<file path="config.mk">
export PLATFORM = sky130hd
export DESIGN_NAME = imem_boot_loader
export DESIGN_NICKNAME = d
export VERILOG_FILES = /design/src/rtl/imem_boot_loader_pkg.sv /design/src/rtl/boot_word_assembler.sv /design/src/rtl/imem_boot_loader.sv
export SDC_FILE = /design/constraint.sdc
export NUM_CORES = 1
export LEC_CHECK = 0
export CORE_ASPECT_RATIO = 0.9
export CORE_MARGIN = 2
export CORE_UTILIZATION = 56
export DETAILED_ROUTE_END_ITERATION = 8
export MAX_ROUTING_LAYER = met4
export PLACE_DENSITY = 0.89
export SLEW_MARGIN = 20
export SYNTH_ARGS = -nofsm -noshare
export SYNTH_HDL_FRONTEND = slang
export SYNTH_SLANG_ARGS = --single-unit
</file>
<file path="constraint.sdc">
create_clock -name i_clk_w -period 6.59 [get_ports i_clk_w]
set_input_delay 1.318 -clock i_clk_w [delete_from_list [all_inputs] [get_ports i_clk_w]]
set_output_delay 1.318 -clock i_clk_w [all_outputs]
set_load 0.03 [all_outputs]
</file>
<file path="src/rtl/imem_boot_loader_pkg.sv">
// Shared constants and state encoding for the instruction-memory boot loader.
// IMEM geometry is also used by the instruction memory itself.
package imem_boot_loader_pkg;

  localparam int IMEM_ADDR_W = 6;
  localparam int IMEM_DEPTH  = 2 ** IMEM_ADDR_W;
  localparam int HDR_CNT_W   = 16;

  typedef enum logic [2:0] {
    ST_LEN_HI,
    ST_LEN_LO,
    ST_DATA,
    ST_CSUM,
    ST_DONE,
    ST_ERROR
  } load_state_t;

endpackage

</file>
<file path="src/rtl/boot_word_assembler.sv">
// Big-endian byte-to-word shift register; pulses word_valid for one cycle
// after every fourth accepted byte.
module boot_word_assembler (
  input  logic        clk,
  input  logic        rst_n,
  input  logic        byte_valid,
  input  logic [7:0]  data_byte,
  output logic [31:0] word,
  output logic        word_valid
);

  logic [1:0] byte_idx_q;

  always_ff @(posedge clk or negedge rst_n) begin
    if (!rst_n) begin
      word       <= '0;
      byte_idx_q <= '0;
      word_valid <= 1'b0;
    end else begin
      word_valid <= byte_valid && (byte_idx_q == 2'd3);
      if (byte_valid) begin
        word       <= {word[23:0], data_byte};
        byte_idx_q <= byte_idx_q + 2'd1;
      end
    end
  end

endmodule

</file>
<file path="src/rtl/imem_boot_loader.sv">
// Receives a length-prefixed, checksummed program image over a byte stream,
// writes it into instruction memory and releases the core only on success.
module imem_boot_loader
  import imem_boot_loader_pkg::*;
#(
  parameter int ADDR_W = IMEM_ADDR_W,
  parameter int CNT_W  = HDR_CNT_W
) (
  input  logic              i_clk_w,
  input  logic              i_rst_w,
  input  logic [7:0]        i_byte_w,
  input  logic              i_valid_w,
  output logic              o_ready_w,
  output logic              o_imem_we_w,
  output logic [ADDR_W-1:0] o_imem_addr_w,
  output logic [31:0]       o_imem_wd_w,
  output logic              o_cpu_rst_n_w,
  output logic              o_done_w,
  output logic              o_error_w,
  output logic [CNT_W-1:0]  o_words_w
);

  localparam logic [CNT_W-1:0]  MAX_WORDS = CNT_W'(2 ** ADDR_W);
  localparam logic [ADDR_W:0]   ONE_WORD  = (ADDR_W + 1)'(1);
  localparam logic [ADDR_W+2:0] ONE_BYTE  = (ADDR_W + 3)'(1);

  load_state_t       state_q, state_d;
  logic              accept, data_accept, last_byte;
  logic [7:0]        n_hi_q, csum_q;
  logic [CNT_W-1:0]  full_n;
  logic [ADDR_W:0]   n_words_q, n_words_m1, word_idx_q;
  logic [ADDR_W+2:0] data_cnt_q;
  logic              asm_valid;
  logic [31:0]       asm_word;

  assign full_n      = CNT_W'({n_hi_q, i_byte_w});
  assign accept      = i_valid_w && o_ready_w;
  assign data_accept = accept && (state_q == ST_DATA);
  assign n_words_m1  = n_words_q - ONE_WORD;
  // Byte 4N-1 of the payload is the last one: {N-1, 2'b11}.
  assign last_byte   = (data_cnt_q == {n_words_m1, 2'b11});

  always_comb begin
    state_d   = state_q;
    o_ready_w = 1'b0;
    case (state_q)
      ST_LEN_HI: begin
        o_ready_w = 1'b1;
        if (accept) state_d = ST_LEN_LO;
      end
      ST_LEN_LO: begin
        o_ready_w = 1'b1;
        if (accept) begin
          if (full_n > MAX_WORDS)   state_d = ST_ERROR;
          else if (full_n == '0)    state_d = ST_CSUM;
          else                      state_d = ST_DATA;
        end
      end
      ST_DATA: begin
        o_ready_w = 1'b1;
        if (accept && last_byte) state_d = ST_CSUM;
      end
      ST_CSUM: begin
        o_ready_w = 1'b1;
        if (accept) state_d = (i_byte_w == csum_q) ? ST_DONE : ST_ERROR;
      end
      ST_DONE:  state_d = ST_DONE;
      ST_ERROR: state_d = ST_ERROR;
      default:  state_d = ST_ERROR;
    endcase
  end

  always_ff @(posedge i_clk_w or negedge i_rst_w) begin
    if (!i_rst_w) begin
      state_q    <= ST_LEN_HI;
      n_hi_q     <= '0;
      n_words_q  <= '0;
      csum_q     <= '0;
      data_cnt_q <= '0;
      word_idx_q <= '0;
    end else begin
      state_q <= state_d;
      if (accept && (state_q != ST_CSUM)) csum_q <= csum_q + i_byte_w;
      if (accept && (state_q == ST_LEN_HI)) n_hi_q <= i_byte_w;
      if (accept && (state_q == ST_LEN_LO)) n_words_q <= full_n[ADDR_W:0];
      if (data_accept) data_cnt_q <= data_cnt_q + ONE_BYTE;
      if (asm_valid) word_idx_q <= word_idx_q + ONE_WORD;
    end
  end

  boot_word_assembler u_assembler (
    .clk        (i_clk_w),
    .rst_n      (i_rst_w),
    .byte_valid (data_accept),
    .data_byte  (i_byte_w),
    .word       (asm_word),
    .word_valid (asm_valid)
  );

  assign o_imem_we_w   = asm_valid;
  assign o_imem_wd_w   = asm_word;
  assign o_imem_addr_w = word_idx_q[ADDR_W-1:0];
  assign o_words_w     = CNT_W'(word_idx_q);
  assign o_done_w      = (state_q == ST_DONE);
  assign o_cpu_rst_n_w = (state_q == ST_DONE);
  assign o_error_w     = (state_q == ST_ERROR);

endmodule

</file>
# Word level (Yosys, flattened, before mapping)
# Index checks and enable logic that the tools add are counted.
dict set report op_classes {
  add_sub_neg 5
  magnitude_cmp 1
  n_eq_ne 13
  n_mux 9
  reduce_logical 11
}
# op count
set op_table {}
lappend op_table {{$gt A16 B7 Y1 const B} 1}
lappend op_table {{$logic_not A16 Y1} 1}
lappend op_table {{$mux W3} 5}
lappend op_table {{$pmux W3 S5} 1}
lappend op_table {{$add A9 B1 Y9 const B} 1}
lappend op_table {{$eq A9 B9 Y1} 1}
lappend op_table {{$add A8 B8 Y8} 1}
lappend op_table {{$eq A8 B8 Y1} 1}
lappend op_table {{$add A7 B1 Y7 const B} 1}
lappend op_table {{$logic_and A1 B1 Y1} 7}
lappend op_table {{$sub A7 B1 Y7 const B} 1}
lappend op_table {{$eq A3 B2 Y1 const B} 2}
lappend op_table {{$eq A3 B3 Y1 const B} 2}
lappend op_table {{$ne A2 B2 Y1 const B} 3}
lappend op_table {{$reduce_and A4 Y1} 1}
lappend op_table {{$reduce_or A4 Y1} 1}
lappend op_table {{$eq A3 B1 Y1 const B} 1}
lappend op_table {{$logic_not A3 Y1} 1}
lappend op_table {{$mux W1} 3}
lappend op_table {{$ne A3 B2 Y1 const B} 1}
lappend op_table {{$add A2 B1 Y2 const B} 1}
lappend op_table {{$eq A2 B2 Y1 const B} 1}
lappend op_table {{$ne A2 B1 Y1 const B} 1}
dict set report totals {
  register_bits 77
  inputBits 11
  wordCells 48
}

# Depth between registers and ports, before layout
# Gate-level depths: netlist of the first run.
dict set report depth {
  ltp_word 7
  mapped_depth 9
}

# Hierarchy
# From an unflattened synthesis of the first run, not the netlist that was laid out.
dict set report unflattened {
  cells_unflattened 305
  area_unflattened_um2 3870.0
}
# mod n_inst cells_per_inst area_each_um2 seq_area_each_um2
set modules_own_cells {}
lappend modules_own_cells {imem_boot_loader 1 230 2418.6 1051.0}
lappend modules_own_cells {boot_word_assembler 1 75 1451.4 875.8}

# Least setup slack after synthesis of the first run
# Ideal clock, no wire load.
dict set report synth_timing {
  kind {register -> output}
  from {register state_q[2]}
  to {output o_done_w}
  arrival_ns 1.721
  required_ns 5.272
  setup_slack_ns 3.551
  stages_incl_launch_ff 4
  path_cell_list {dfrtp_1 > inv_1 > nor3_1 > buf_4}
}
dict set report synth_between {
  elab_chain_len 1
}
# item line_no
set synth_lines {}
lappend synth_lines {{start: declaration} imem_boot_loader.sv:27} ;# load_state_t state_q, state_d;
lappend synth_lines {{start signal: assignment} imem_boot_loader.sv:82} ;# state_q <= state_d;
lappend synth_lines {{$eq A3 B3 Y1} n/a}
lappend synth_lines {{end: declaration} imem_boot_loader.sv:18} ;# output logic o_done_w,
# No other way between the ends.

# Final worst setup path of the first run
dict set report layout_timing {
  from {input i_valid_w}
  to {register state_q[1]}
}
dict set report layout_between {
  elab_chain_len 4
  word_cells_on_any_way 7
}
# item line_no
set layout_lines {}
lappend layout_lines {{start: declaration} imem_boot_loader.sv:12} ;# input logic i_valid_w,
lappend layout_lines {{$logic_and A1 B1 Y1 *} imem_boot_loader.sv:37} ;# assign accept = i_valid_w && o_ready_w;
lappend layout_lines {{$logic_and A1 B1 Y1} imem_boot_loader.sv:61} ;# if (accept && last_byte) state_d = ST_CSUM;
lappend layout_lines {{$ne A2 B1 Y1 (no line)} n/a}
lappend layout_lines {{$reduce_and A4 Y1 (no line) *} n/a}
# Mark *: on every way between the ends. The rest lies on a longest branch, timed or not.
# A chain may end at the register's enable or synchronous reset.

==> results of run 1 <==
final cells by class:
class / instances / area [sq um]
Multi-Input combinational cell: 198 / 1540
Clock buffer: 9 / 124
Inverter: 12 / 45.0
Sequential cell: 77 / 1930
Fill cell: 439 / 1790
Tap cell: 87 / 109
Timing Repair Buffer: 60 / 598
Clock inverter: 7 / 55.1
cell usage in the layout (no fill, tap or decap), types with 8 or more instances in the layout:
master	count
dfrtp_1	77
clkdlybuf4s50_1	59
mux2_2	48
nand2_1	20
xnor2_1	18
nor2_1	13
inv_1	12
o21ai_0	12
xor2_1	11
ha_1	11
conb_1	9
clkbuf_8	9
nor3_1	8
cells in the mapped netlist, drive strengths merged, types with 2 or more instances:
master and count:
a211o 2, a21o 2, a21oi 6, and3 3, buf 17, clkbuf 6
dfrtp 77, ha 11, inv 12, mux2 48, nand2 20, nand2b 2
nand4 5, nor2 13, nor3 8, nor4 7, o21a 2, o21ai 13
o31ai 2, or4 2, xnor2 18, xor2 11
worst register-to-register path, stage by stage, from the launching register on:
cell and delay [ps]:
dfrtp_1 460, and4bb_4 750, nand2_1 160, or4_1 540
nor4_1 320, a21boi_1 170, a211o_1 320
metrics by stage:
stage / setup slack, ps / util, % / hold WS, ps
2_1_floorplan: 3550 / - / 448
3_3_place_gp: 2510 / 68.2 / 457
3_5_place_dp: 2460 / 68.2 / 456
4_1_cts: 2810 / 71.1 / 471
5_1_grt: 2710 / 71.1 / 478
6_report: 2820 / 71.1 / 470
worst paths after layout:
path                                  to          start  depth (start not counted)  slack (ps)
max                           state_q[1]      i_valid_w                          7        2820
min in group asynchronous     state_q[1]        i_rst_w                          1        1110
max in group asynchronous  data_cnt_q[6]        i_rst_w                          1        4880
max reg2reg                   state_q[1]     state_q[2]                          6        3740
min                        word_idx_q[6]  word_idx_q[6]                          1         470
min reg2reg                word_idx_q[6]  word_idx_q[6]                          1         470
routing by layer:
layer  vias up  GRT usage, %  wire length (microns)
met5         -             -                      0
li1       1141             -                      -
met2        79          31.0                   3160
met1      1193          27.5                   3030
met4         0          6.52                    106
met3        11          8.63                    442
flip-flops by register name, summed over array words and instances, names as in the netlist:
signal / flops
csum_q: 8
data_cnt_q: 9
n_hi_q: 8
n_words_q: 7
state_q: 3
u_assembler.byte_idx_q: 2
u_assembler.word: 32
u_assembler.word_valid: 1
word_idx_q: 7
power by group through the flow:
stage | clock (mW) | sequential (mW) | combinational, mW
6_report | 0.326 | 0.578 | 0.334
5_1_grt | 0.356 | 0.586 | 0.374
4_1_cts | 0.333 | 0.577 | 0.334
3_5_place_dp | 0 | 0.586 | 0.334
3_3_place_gp | 0 | 0.581 | 0.319
2_1_floorplan | 0 | 0.573 | 0.260
cell families (layout without fill, tap and decap cells):
logic type / after synthesis / count (layout) / synth area share, %
AOI/OAI and AO/OA: 34 / 34 / 5.83
xor gates and xnor gates: 29 / 29 / 7.00
adders and majority gates: 12 / 12 / 4.34
buffers and inverters: 35 / 88 / 5.38
DFF: 77 / 77 / 53.1
muxes: 49 / 49 / 15.2
other: 1 / 9 / 0.103
and+or+nand+nor: 65 / 65 / 9.10
==> impl_metrics.ini, run 1 <==
[critical_path]
path_class = in -> reg
crit_chain = clkdlybuf4s50_1, and4bb_4, nand2_1, or4_1, nor4_1, a21boi_1, a211o_1
end_kind = flop
critPathBufInv = 1
slowest_delay_ps = 640
critPathMaxFanout = 40
slowest_stage = and4bb_4
critPathArrivalTime_ps = 4000
required_ps = 6820
critical-path-top-delay-family = simple AND/OR/NAND/NOR gates
start_kind = input port

[sta]
slew_headroom_pct = 32.8
hold_violations = 0
clock_skew_ps = 12.7
tightest_slew_ps = 1000
finalSetupViolations = 0
fin_tns_setup_ps = 0
timing.final.crit_period_ps = 3770
fmax_mhz = 265
min_period_over_period_pct = 57.2
rsz0062_at_grt = no
slew_viol_final = 0

[layout]
antenna_cells = 0
layout.cells.non_filler = 450
drive_above_1_share_pct = 18.2
stdcell_area_sq_mm = 0.00440
syn_to_final_growth_pct = 21.1
layout.nets = 381

[placement]
hpwl_mm = 4.71
io_buffers = 60
postPlaceCellArea_sq_mm = 0.00422
placed_cells = 434
gp_congestion = 0.829

[clock_network]
cts-root-buf = clkbuf_8
cts_made_buffers = 9
path_clk_slew_ps = 80
cts_tree = built
ctsHoldBuffers = 0
post-cts-setup-buffers = 0
clk_latency_ps = 360
h-tree-depth = 3
cts_resized = 0
cts_sinks = 77
clk_path_buf_depth = 2

[power_and_ir_drop]
power.leakage_nw = 2.07
p_int_uw = 826
power_frac_seq_pct = 46.7
ir_worst_vdd_v = 0.000257
powerDensity_mw_per_mm2 = 282
combPwrFrac_pct = 27.0
switching_share_pct = 33.3
total_power_mw = 1.24
p_sw_uw = 413
p_clk_share_pct = 26.3

[grt]
grt-ovfl-total = 0
grt_usage_pct = 21.3
grt_max_degree = 78
grt_pass1_vias = 2320
antenna_found_initial = 0
grt_pass1_wl_mm = 11.1

[floorplan]
fp.coreArea_sq_mm = 0.00618
die_area_sq_mm = 0.00714
ios = 70
rows = 27
initial_core_util_pct = 58.7
chipHeight_microns = 80.4
die_w_microns = 88.9

[synth]
yosysTopAreaCell = dfrtp_1
ys_types = 38
syn-mean-instance-area_sq_um = 12.0
synth_edf_count = 0
synth_top_area_share_pct = 53.1
synth-seq-area-share_pct = 53.1
synth_ff_type = dfrtp_1
synth-async-reset-ratio_pct = 100
ys_top_cells_by_area = dfrtp_1, mux2_2, xnor2_1
ys_ff_latch = 77
ys_warn_count = 0
synthesis.area_sq_mm = 0.00363
syn_inst = 302

[min_path]
hp-class = reg -> reg

[detailed_routing]
dr.pass1.iters = 4
drc = 0
vias = 2424
wl_per_cell_microns = 15.0
wirelength_mm = 6.73
dr.first_iter.drc_count = 152
ant_nets = 0
vias_per_cell = 5.39

[status]
status = complete, no violations

[flow_run]
drv_cap = 0
Note: power is estimated with default switching activity, not from simulation.
==> inputs of run 2 (changes only) <==
--- a/config.mk
+++ b/config.mk
@@ -7,10 +7,10 @@
 export LEC_CHECK = 0
 export CORE_ASPECT_RATIO = 0.9
 export CORE_MARGIN = 2
-export CORE_UTILIZATION = 56
+export CORE_UTILIZATION = 47
 export DETAILED_ROUTE_END_ITERATION = 8
 export MAX_ROUTING_LAYER = met4
-export PLACE_DENSITY = 0.89
+export PLACE_DENSITY = 0.8
 export SLEW_MARGIN = 20
 export SYNTH_ARGS = -nofsm -noshare
 export SYNTH_HDL_FRONTEND = slang
==> constraint.sdc (replaced) <==
create_clock -name i_clk_w -period 3 [get_ports i_clk_w]
set_input_delay 0.6 -clock i_clk_w [delete_from_list [all_inputs] [get_ports i_clk_w]]
set_output_delay 0.6 -clock i_clk_w [all_outputs]
set_load 0.03 [all_outputs]
==> run 2 against run 1 <==
- die area increased by 18%
- clock power increased to 2.8 times the previous value
- clock skew decreased by 2.8 ps
- utilization decreased by 11 points
- sequential power increased by 120%
- final area increased by 2.5%
- largest cell class unchanged
- sequential share of layout area decreased by 1.1 points
- register-to-register slack got worse by 3100 ps
==> impl_metrics.ini, run 2 (synthesis results as in run 1) <==
[layout]
drive_above_1_share_pct = 19.5
fill_cells = 642
seqCellArea_sq_mm = 0.00193
post-route-util_pct = 60.0
antenna_cells = 0
final_common_cell = dfrtp_1
multiInputGateArea_sq_mm = 0.00154
layout.nets = 387
largestRegisters = u_assembler.word (32), data_cnt_q (9)
layout_common_cells = dfrtp_1, clkdlybuf4s50_1, mux2_2, nand2_1, xnor2_1
layout.cells.non_filler = 465
stdcell_area_sq_mm = 0.00450
largest-register = u_assembler.word
largest_reg_flops = 32
syn_to_final_growth_pct = 24.1

[critical_path]
critPathArrivalTime_ps = 2070
r2r_slack_ps = 690
r2r_start = state_q[2]
crit_chain = inv_1, nor3_1, clkdlybuf4s50_1
rr_endpoint = state_q[1]
start_kind = flop
slowest_delay_ps = 760
critPathMaxFanout = 6
end_kind = output port
reg2reg_depth = 6
slowest_stage = clkdlybuf4s50_1
required_ps = 2400
path_class = reg -> out

[floorplan]
chipHeight_microns = 87.4
die_area_sq_mm = 0.00844
ios = 70
fp.coreArea_sq_mm = 0.00751
die_w_microns = 96.6
rows = 30
initial_core_util_pct = 48.3

[flow_run]
drv_cap = 0

[grt]
grt.busiest_layer = met2
antenna_found_initial = 0
use_met1_pct = 21.8
grt_max_degree = 78
grt_pass1_vias = 2441
grtUsageMet2_pct = 30.1
use_met3_pct = 5.70
grt-ovfl-total = 0
grt_usage_pct = 18.2
grt_pass1_wl_mm = 11.8

[sta]
slew_headroom_pct = 35.9
slew_viol_final = 0
fin_tns_setup_ps = 0
tightest_slew_ps = 962
fmax_mhz = 375
finalSetupViolations = 0
timing.final.crit_period_ps = 2670
min_period_over_period_pct = 88.9
clock_skew_ps = 9.97
rsz0062_at_grt = no
hold_violations = 0

[clock_network]
cts_sinks = 77
cts_resized = 0
h-tree-depth = 3
cts-root-buf = clkbuf_8
clk_path_buf_depth = 2
path_clk_slew_ps = 90
cts_tree = built
post-cts-setup-buffers = 0
cts_made_buffers = 9
ctsHoldBuffers = 0
clk_latency_ps = 360

[placement]
hpwl_mm = 5.05
gp_congestion = 0.902
placed_cells = 449
postPlaceCellArea_sq_mm = 0.00427
io_buffers = 60

[detailed_routing]
dr.pass1.iters = 4
dr.first_iter.drc_count = 168
vias = 2457
ant_nets = 0
wl_per_cell_microns = 15.2
wirelength_mm = 7.08
vias_per_cell = 5.28
drc = 0

[power_and_ir_drop]
p_clk_share_pct = 31.0
p_sw_uw = 904
switching_share_pct = 31.1
total_power_mw = 2.91
ir_worst_vdd_v = 0.000359
combPwrFrac_pct = 25.3
power_frac_seq_pct = 43.7
power.leakage_nw = 2.12
powerDensity_mw_per_mm2 = 645
p_int_mw = 2.00

[status]
status = complete, no violations

[min_path]
hp-class = in -> async
## run 2: cell count changes in the layout (fill, tap and decap cells not counted), sizes merged
cell / previous run / this run
clkbuf: 9 / 10
buf: 1 / 7
inv: 16 / 14
clkinv: 2 / 1
bufinv: 0 / 2
## run 2: worst max path at each step
stage,start,to,slack (ps)
after floorplan,state_q[2],o_done_w,680
after global placement,i_byte_w[2],csum_q[7],170
after detailed placement,i_byte_w[2],csum_q[7],80
after CTS,state_q[2],o_cpu_rst_n_w,310
after global routing,state_q[2],o_cpu_rst_n_w,170
final,state_q[2],o_cpu_rst_n_w,330
## run 2: critical path: cells and delay by family, from the launching register on
kind	cells	cell delay, ps
AND/OR/NAND/NOR	1	370
flip-flops	1	450
buffers and inverters	2	890
## run 2: power groups by stage
stage          combinational (mW)  clock [mW]  sequential [mW]
2_1_floorplan               0.572           0             1.26
3_3_place_gp                0.715           0             1.28
3_5_place_dp                0.732           0             1.29
4_1_cts                     0.744       0.921             1.27
5_1_grt                     0.825       0.960             1.29
6_report                    0.737       0.900             1.27
## run 2: per-layer routing
layer,wire [microns],vias to the layer above
met3,357,10
met1,3080,1230
met4,74,0
met2,3570,63
met5,0,-
li1,-,1154
## run 2: layout make-up
cell class,count,share of cell area [%]
Sequential cell,77,42.8
Timing Repair Buffer,66,14.3
Clock inverter,6,2.08
Multi-Input combinational cell,198,34.1
Clock buffer,10,3.06
Inverter,12,1.00
Tap cell,96,2.67
## run 2: through the flow
| step | hold WS (ps) | setup WS, ps |
|---|---|---|
| detailed placement | 468 | 81.4 |
| CTS | 417 | 306 |
| global route | 461 | 174 |
| global placement | 461 | 171 |
| finish | 379 | 334 |
| floorplan | 304 | 679 |
